[config.mk]
export PLATFORM = sky130hd
export DESIGN_NAME = rr_mux_nx1_flat
export DESIGN_NICKNAME = d
export VERILOG_FILES = /design/src/rtl/rr_mux_nx1_pkg.sv /design/src/rtl/rr_mux_nx1_if.sv /design/src/rtl/rr_mux_nx1_arbiter.sv /design/src/rtl/rr_mux_nx1.sv /design/src/flat_wrapper.sv
export SDC_FILE = /design/constraint.sdc
export NUM_CORES = 1
export LEC_CHECK = 0
export CORE_UTILIZATION = 37
export DETAILED_ROUTE_END_ITERATION = 10
export GPL_TIMING_DRIVEN = 0
export HOLD_SLACK_MARGIN = 0.08
export PLACE_DENSITY = 0.77
export SETUP_SLACK_MARGIN = 0.02
export SYNTH_ARGS = -nofsm -noshare
export SYNTH_HDL_FRONTEND = slang
export SYNTH_SLANG_ARGS = --single-unit
[constraint.sdc]
create_clock -name clk -period 4.35 [get_ports clk]
set_input_delay 0.87 -clock clk [delete_from_list [all_inputs] [get_ports clk]]
set_output_delay 0.87 -clock clk [all_outputs]
set_load 0.02 [all_outputs]
[src/rtl/rr_mux_nx1_pkg.sv]
// Shared constants, state encoding and width helper for the round-robin N:1 mux.
package rr_mux_pkg;

    localparam int MODE_FIXED = 0;
    localparam int MODE_RR    = 1;

    typedef enum logic {
        EMPTY = 1'b0,
        FULL  = 1'b1
    } slot_state_t;

    function automatic int sel_width(input int n);
        return ($clog2(n) < 1) ? 1 : $clog2(n);
    endfunction

endpackage

[src/rtl/rr_mux_nx1_if.sv]
// Producer-side channels and consumer-side output stream of the N:1 mux.
interface rr_mux_nx1_if
    import rr_mux_pkg::*;
#(
    parameter int N_CH  = 8,
    parameter int WIDTH = 8
) ();

    localparam int SEL_W = sel_width(N_CH);

    logic [N_CH*WIDTH-1:0] in_data;
    logic [N_CH-1:0]       in_valid;
    logic [N_CH-1:0]       in_ready;
    logic [SEL_W-1:0]      sel;
    logic [WIDTH-1:0]      out_data;
    logic [SEL_W-1:0]      out_ch;
    logic                  out_valid;
    logic                  out_ready;

    modport master (
        output in_data, in_valid, sel, out_ready,
        input  in_ready, out_data, out_ch, out_valid
    );

    modport slave (
        input  in_data, in_valid, sel, out_ready,
        output in_ready, out_data, out_ch, out_valid
    );

endinterface

[src/rtl/rr_mux_nx1_arbiter.sv]
// Combinational rotate-priority arbiter: search starts one past the last winner.
module rr_arbiter #(
    parameter int N_CH  = 8,
    parameter int SEL_W = 3
) (
    input  logic [N_CH-1:0]  req,
    input  logic [SEL_W-1:0] ptr,
    output logic             grant_found,
    output logic [SEL_W-1:0] grant_idx
);

    int unsigned idx;

    always_comb begin
        grant_found = 1'b0;
        grant_idx   = '0;
        idx         = 0;
        for (int unsigned k = 0; k < N_CH; k++) begin
            idx = (32'(ptr) + 32'd1 + k) % N_CH;
            if (!grant_found && req[idx]) begin
                grant_found = 1'b1;
                grant_idx   = SEL_W'(idx);
            end
        end
    end

endmodule

[src/rtl/rr_mux_nx1.sv]
// N-channel W-bit multiplexer with one registered output slot and per-channel handshakes.
module rr_mux_nx1
    import rr_mux_pkg::*;
#(
    parameter int N_CH  = 8,
    parameter int WIDTH = 8,
    parameter int MODE  = MODE_RR
) (
    input logic         clk,
    input logic         rst,
    rr_mux_nx1_if.slave bus
);

    localparam int SEL_W = sel_width(N_CH);
    localparam int PAD_N = 1 << SEL_W;

    slot_state_t      state;
    logic             load_en;
    logic             xfer;
    logic             grant_found;
    logic [SEL_W-1:0] grant_idx;

    assign load_en       = (state == EMPTY) || bus.out_ready;
    assign xfer          = load_en && grant_found && !rst;
    assign bus.out_valid = (state == FULL);

    generate
        if (MODE == MODE_RR) begin : g_rr
            logic [SEL_W-1:0] ptr;

            rr_arbiter #(
                .N_CH  (N_CH),
                .SEL_W (SEL_W)
            ) u_arb (
                .req         (bus.in_valid),
                .ptr         (ptr),
                .grant_found (grant_found),
                .grant_idx   (grant_idx)
            );

            // Priority only rotates on an actual transfer, never on idle cycles.
            always_ff @(posedge clk or posedge rst) begin
                if (rst)
                    ptr <= SEL_W'(N_CH - 1);
                else if (xfer)
                    ptr <= grant_idx;
            end
        end else begin : g_fixed
            // Zero-padded request vector so out-of-range selects read a 0 bit.
            logic [PAD_N-1:0] req_pad;
            assign req_pad     = PAD_N'(bus.in_valid);
            assign grant_found = req_pad[bus.sel];
            assign grant_idx   = bus.sel;
        end
    endgenerate

    always_comb begin
        bus.in_ready = '0;
        if (xfer)
            bus.in_ready[grant_idx] = 1'b1;
    end

    always_ff @(posedge clk or posedge rst) begin
        if (rst) begin
            state        <= EMPTY;
            bus.out_data <= '0;
            bus.out_ch   <= '0;
        end else if (xfer) begin
            state        <= FULL;
            bus.out_data <= bus.in_data[grant_idx*WIDTH +: WIDTH];
            bus.out_ch   <= grant_idx;
        end else if (bus.out_ready) begin
            state        <= EMPTY;
        end
    end

endmodule

[src/flat_wrapper.sv]
// flat-port wrapper written by rule: the top's interface ports become plain ports
module rr_mux_nx1_flat import rr_mux_pkg::*;
#(
    parameter int N_CH  = 8,
    parameter int WIDTH = 8,
    parameter int MODE  = MODE_RR
)
  (clk, rst, bus_in_data, bus_in_valid, bus_sel, bus_out_ready, bus_in_ready, bus_out_data, bus_out_ch, bus_out_valid);
  rr_mux_nx1_if #(.N_CH(N_CH), .WIDTH(WIDTH)) bus_i ();
  input logic clk;
  input logic rst;
  input wire logic [$bits(bus_i.in_data)-1:0] bus_in_data;
  input wire logic [$bits(bus_i.in_valid)-1:0] bus_in_valid;
  input wire logic [$bits(bus_i.sel)-1:0] bus_sel;
  input wire logic [$bits(bus_i.out_ready)-1:0] bus_out_ready;
  output wire logic [$bits(bus_i.in_ready)-1:0] bus_in_ready;
  output wire logic [$bits(bus_i.out_data)-1:0] bus_out_data;
  output wire logic [$bits(bus_i.out_ch)-1:0] bus_out_ch;
  output wire logic [$bits(bus_i.out_valid)-1:0] bus_out_valid;
  assign bus_i.in_data = bus_in_data;
  assign bus_i.in_valid = bus_in_valid;
  assign bus_i.sel = bus_sel;
  assign bus_i.out_ready = bus_out_ready;
  assign bus_in_ready = bus_i.in_ready;
  assign bus_out_data = bus_i.out_data;
  assign bus_out_ch = bus_i.out_ch;
  assign bus_out_valid = bus_i.out_valid;
  rr_mux_nx1 #(.N_CH(N_CH), .WIDTH(WIDTH), .MODE(MODE)) u_core (.clk(clk), .rst(rst), .bus(bus_i));
endmodule
==> flow_summary.toml, run 1 <==
[finish]
fin_nets = 409
drive_gt1_share_pct = 35.4
antenna_cells = 0
syn_to_final_growth_pct = 79.6
fin_area_sq_mm = 0.00359
seqCellArea_sq_um = 379
multiInputGateArea_sq_mm = 0.00174
utilization_pct = 69.8
nFillCells = 374

[logic_synthesis]
yosys.area.top_type = "mux2i_1"
synth.area.top_cells = "mux2i_1 (19%), dfrtp_1 (15%), mux4_2 (12%), dfstp_2 (3.9%), o2bb2ai_1 (3.9%)"
synth_enable_flop_cells = 0
synthDistinctLibCells = 49
synth_seq_cells = 15
dominantRegCellSynth = "dfrtp_1"
async_reset_ff_share_pct = 100
syn_inst = 197
yosysSeqAreaShare_pct = 19.0
synth.most_common_cell = "mux2i_1"
synth.top_cell.area_share_pct = 18.5
syn_area_per_cell_sq_um = 10.1
synth_nets = 277
synth_common_cells = "mux2i_1 (37), nor2_1 (15), dfrtp_1 (12), mux4_2 (11), nor2b_1 (11)"
syn_area_sq_mm = 0.00200
yosysWarnings = 0

[floorplan]
core_area_sq_mm = 0.00514
start_util_pct = 38.9
row_count = 26
dieArea_sq_mm = 0.00569
ioPinCount = 98
die_y_microns = 75.5
die_w_microns = 75.5

[sta]
worst_slack_ns = -0.200
slew_viol_final = 0
setup_viol = 8
hold_viol_final = 0
rsz0062_at_grt = "yes"
slew_headroom_pct = 46.1
finalCritPeriodShare_pct = 105
clock_skew_ns = 0.00111
period_minus_slack_ns = 4.55
worst_slew_pin_slew_ns = 0.802
timing.fmax_mhz = 220

[clock_network]
cts_sinks = 15
root_buffer = "clkbuf_8"
numCtsBuffers = 3
htree_levels = 1
path_clk_slew_ns = 0.06
worstSkewPairLatency_ns = 0.25
postCtsHoldBufs = 0
cts_tree = "yes"
cts_buffer_depth = 2

[placed_design]
gp_congestion = 0.940
port_buffers = 94
place_area_sq_mm = 0.00306
place_hpwl_microns = 5060

[detailed_routing]
route.vias.total = 2234
drtAntennaViolNets = 0
wire_per_inst_microns = 18.4
drtPass1Iterations = 4
wirelength_microns = 7320
drcViolationCount = 0
drtIter0Drc = 156
viasPerCell = 5.61

[critical_path]
path_delay_family = "multiplexers"
worstPathArrival_ns = 3.68
required_ns = 3.48
slowest_delay_ns = 0.58
cp-start-kind = "input pin"
cp-end-kind = "output port"
path_class = "in -> out"
crit_buf_inv = 3
slowest_stage = "mux4_2"
crit_fanout = 6
rrSetupSlack_ns = 0.29
worstPathCellList = "clkdlybuf4s50_1 -> mux4_2 -> nand2b_4 -> mux4_2 -> a21boi_2 -> o221a_4 -> a31oi_4 -> buf_6 -> and3_4 -> buf_6"

[grt]
grt_pass1_wl_microns = 10200
grt_pass1_vias = 2009
overflow = 0
antenna_found_initial = 0
grt_max_degree = 16
track_usage_pct = 24.1

[flow_run]
maxCapViolCount = 0

[run_status]
outcome = "complete, but fails checks"
violations = "setup timing"

[worst_hold_path]
min_path_type = "reg -> reg"
## registers in the layout, indices dropped and copies added (netlist names)
signal and cells:
u_core.bus.out_ch 3, u_core.bus.out_data 8, u_core.bus.out_valid 1, u_core.g_rr.ptr 3
## cells by family (layout without fill, tap and decap cells)
group,Yosys count,in the layout,synth area share (%)
AND/OR/NAND/NOR,54,54,14.5
AO/OA/AOI/OAI,53,53,22.3
multiplexers,53,53,34.5
buffers and inverters,17,148,5.64
flip-flops,15,15,19.0
XOR/XNOR,3,3,2.76
adder cells (fa/ha/maj),2,2,1.25
## worst paths after layout
check,start,to,depth (start not counted)
worst max-delay path,bus_in_valid[7],bus_in_ready[2],10
worst min register to register,u_core.bus.out_ch[0],u_core.bus.out_ch[0],1
min in group asynchronous,rst,u_core.bus.out_valid,2
worst max register to register,u_core.g_rr.ptr[0],u_core.bus.out_data[2],15
max in group asynchronous,rst,u_core.bus.out_ch[1],2
worst min-delay path,u_core.bus.out_ch[0],u_core.bus.out_ch[0],1
## cell type report
type / instances / share of cell area [%]
multi-input cells: 165 / 48.4
repair buffers: 130 / 34.1
flip-flops and latches: 15 / 10.6
plain buffers: 9 / 2.65
well taps: 70 / 2.44
clock buffers: 4 / 1.26
inverters: 5 / 0.628
## through the flow
| step | setup TNS (ns) | hold WS [ns] | setup slack [ns] | std cells |
|---|---|---|---|---|
| global placement | -6.79 | 0.469 | -0.968 | 361 |
| floorplan | 0 | 0.521 | 0.0698 | 197 |
| global route | -2.11 | 0.522 | -0.314 | 398 |
| finish | -1.32 | 0.482 | -0.200 | 398 |
| detailed placement | -7.12 | 0.465 | -1.03 | 361 |
| CTS | -1.02 | 0.489 | -0.153 | 389 |
## layout by cell type (no fill, tap or decap), types with 3 or more instances in the layout
cell type and n:
mux2i_1 35, nand2_1 4, nand2b_4 3, a31oi_4 3, a22o_1 7, buf_4 37
nor2_1 11, and2_1 4, a211oi_1 4, a21o_1 4, a21oi_1 3, nor2b_1 6
nor2b_4 4, buf_6 12, mux4_2 11, inv_1 4, clkbuf_8 3, o2bb2ai_1 9
clkdlybuf4s50_1 86, mux2_2 4, nor2_2 4, a211oi_2 4, a21oi_2 4, nand2b_1 4
dfstp_2 3, dfrtp_1 12, clkbuf_1 3
## routing by layer
layer | routed length [microns] | track usage, % | vias up
met1 | 3070 | 34.1 | 1120
li1 | - | - | 1029
met2 | 3820 | 40.2 | 68
met4 | 133 | 4.94 | 0
met5 | 0 | 0 | -
met3 | 295 | 2.38 | 17
## timing repair
item | 4_1_cts | 5_1_grt
buffers inserted | 24 | 11
setup endpoints to repair | 8 | 9
gates resized for setup | 76 | 25
pin swaps | 8 | 6
cloned | 1 | 0
Power of run 1 is not shown: default switching activity piles up to over one toggle a cycle in this logic, so the estimate is an artifact.
==> run 2, diff against run 1 <==
- HOLD_SLACK_MARGIN: 0.08 -> 0.1
==> results of run 2 <==
Same layout as run 1: the final DEF is identical, and so are final timing and power.
Power of run 2 is left out for the same reason.
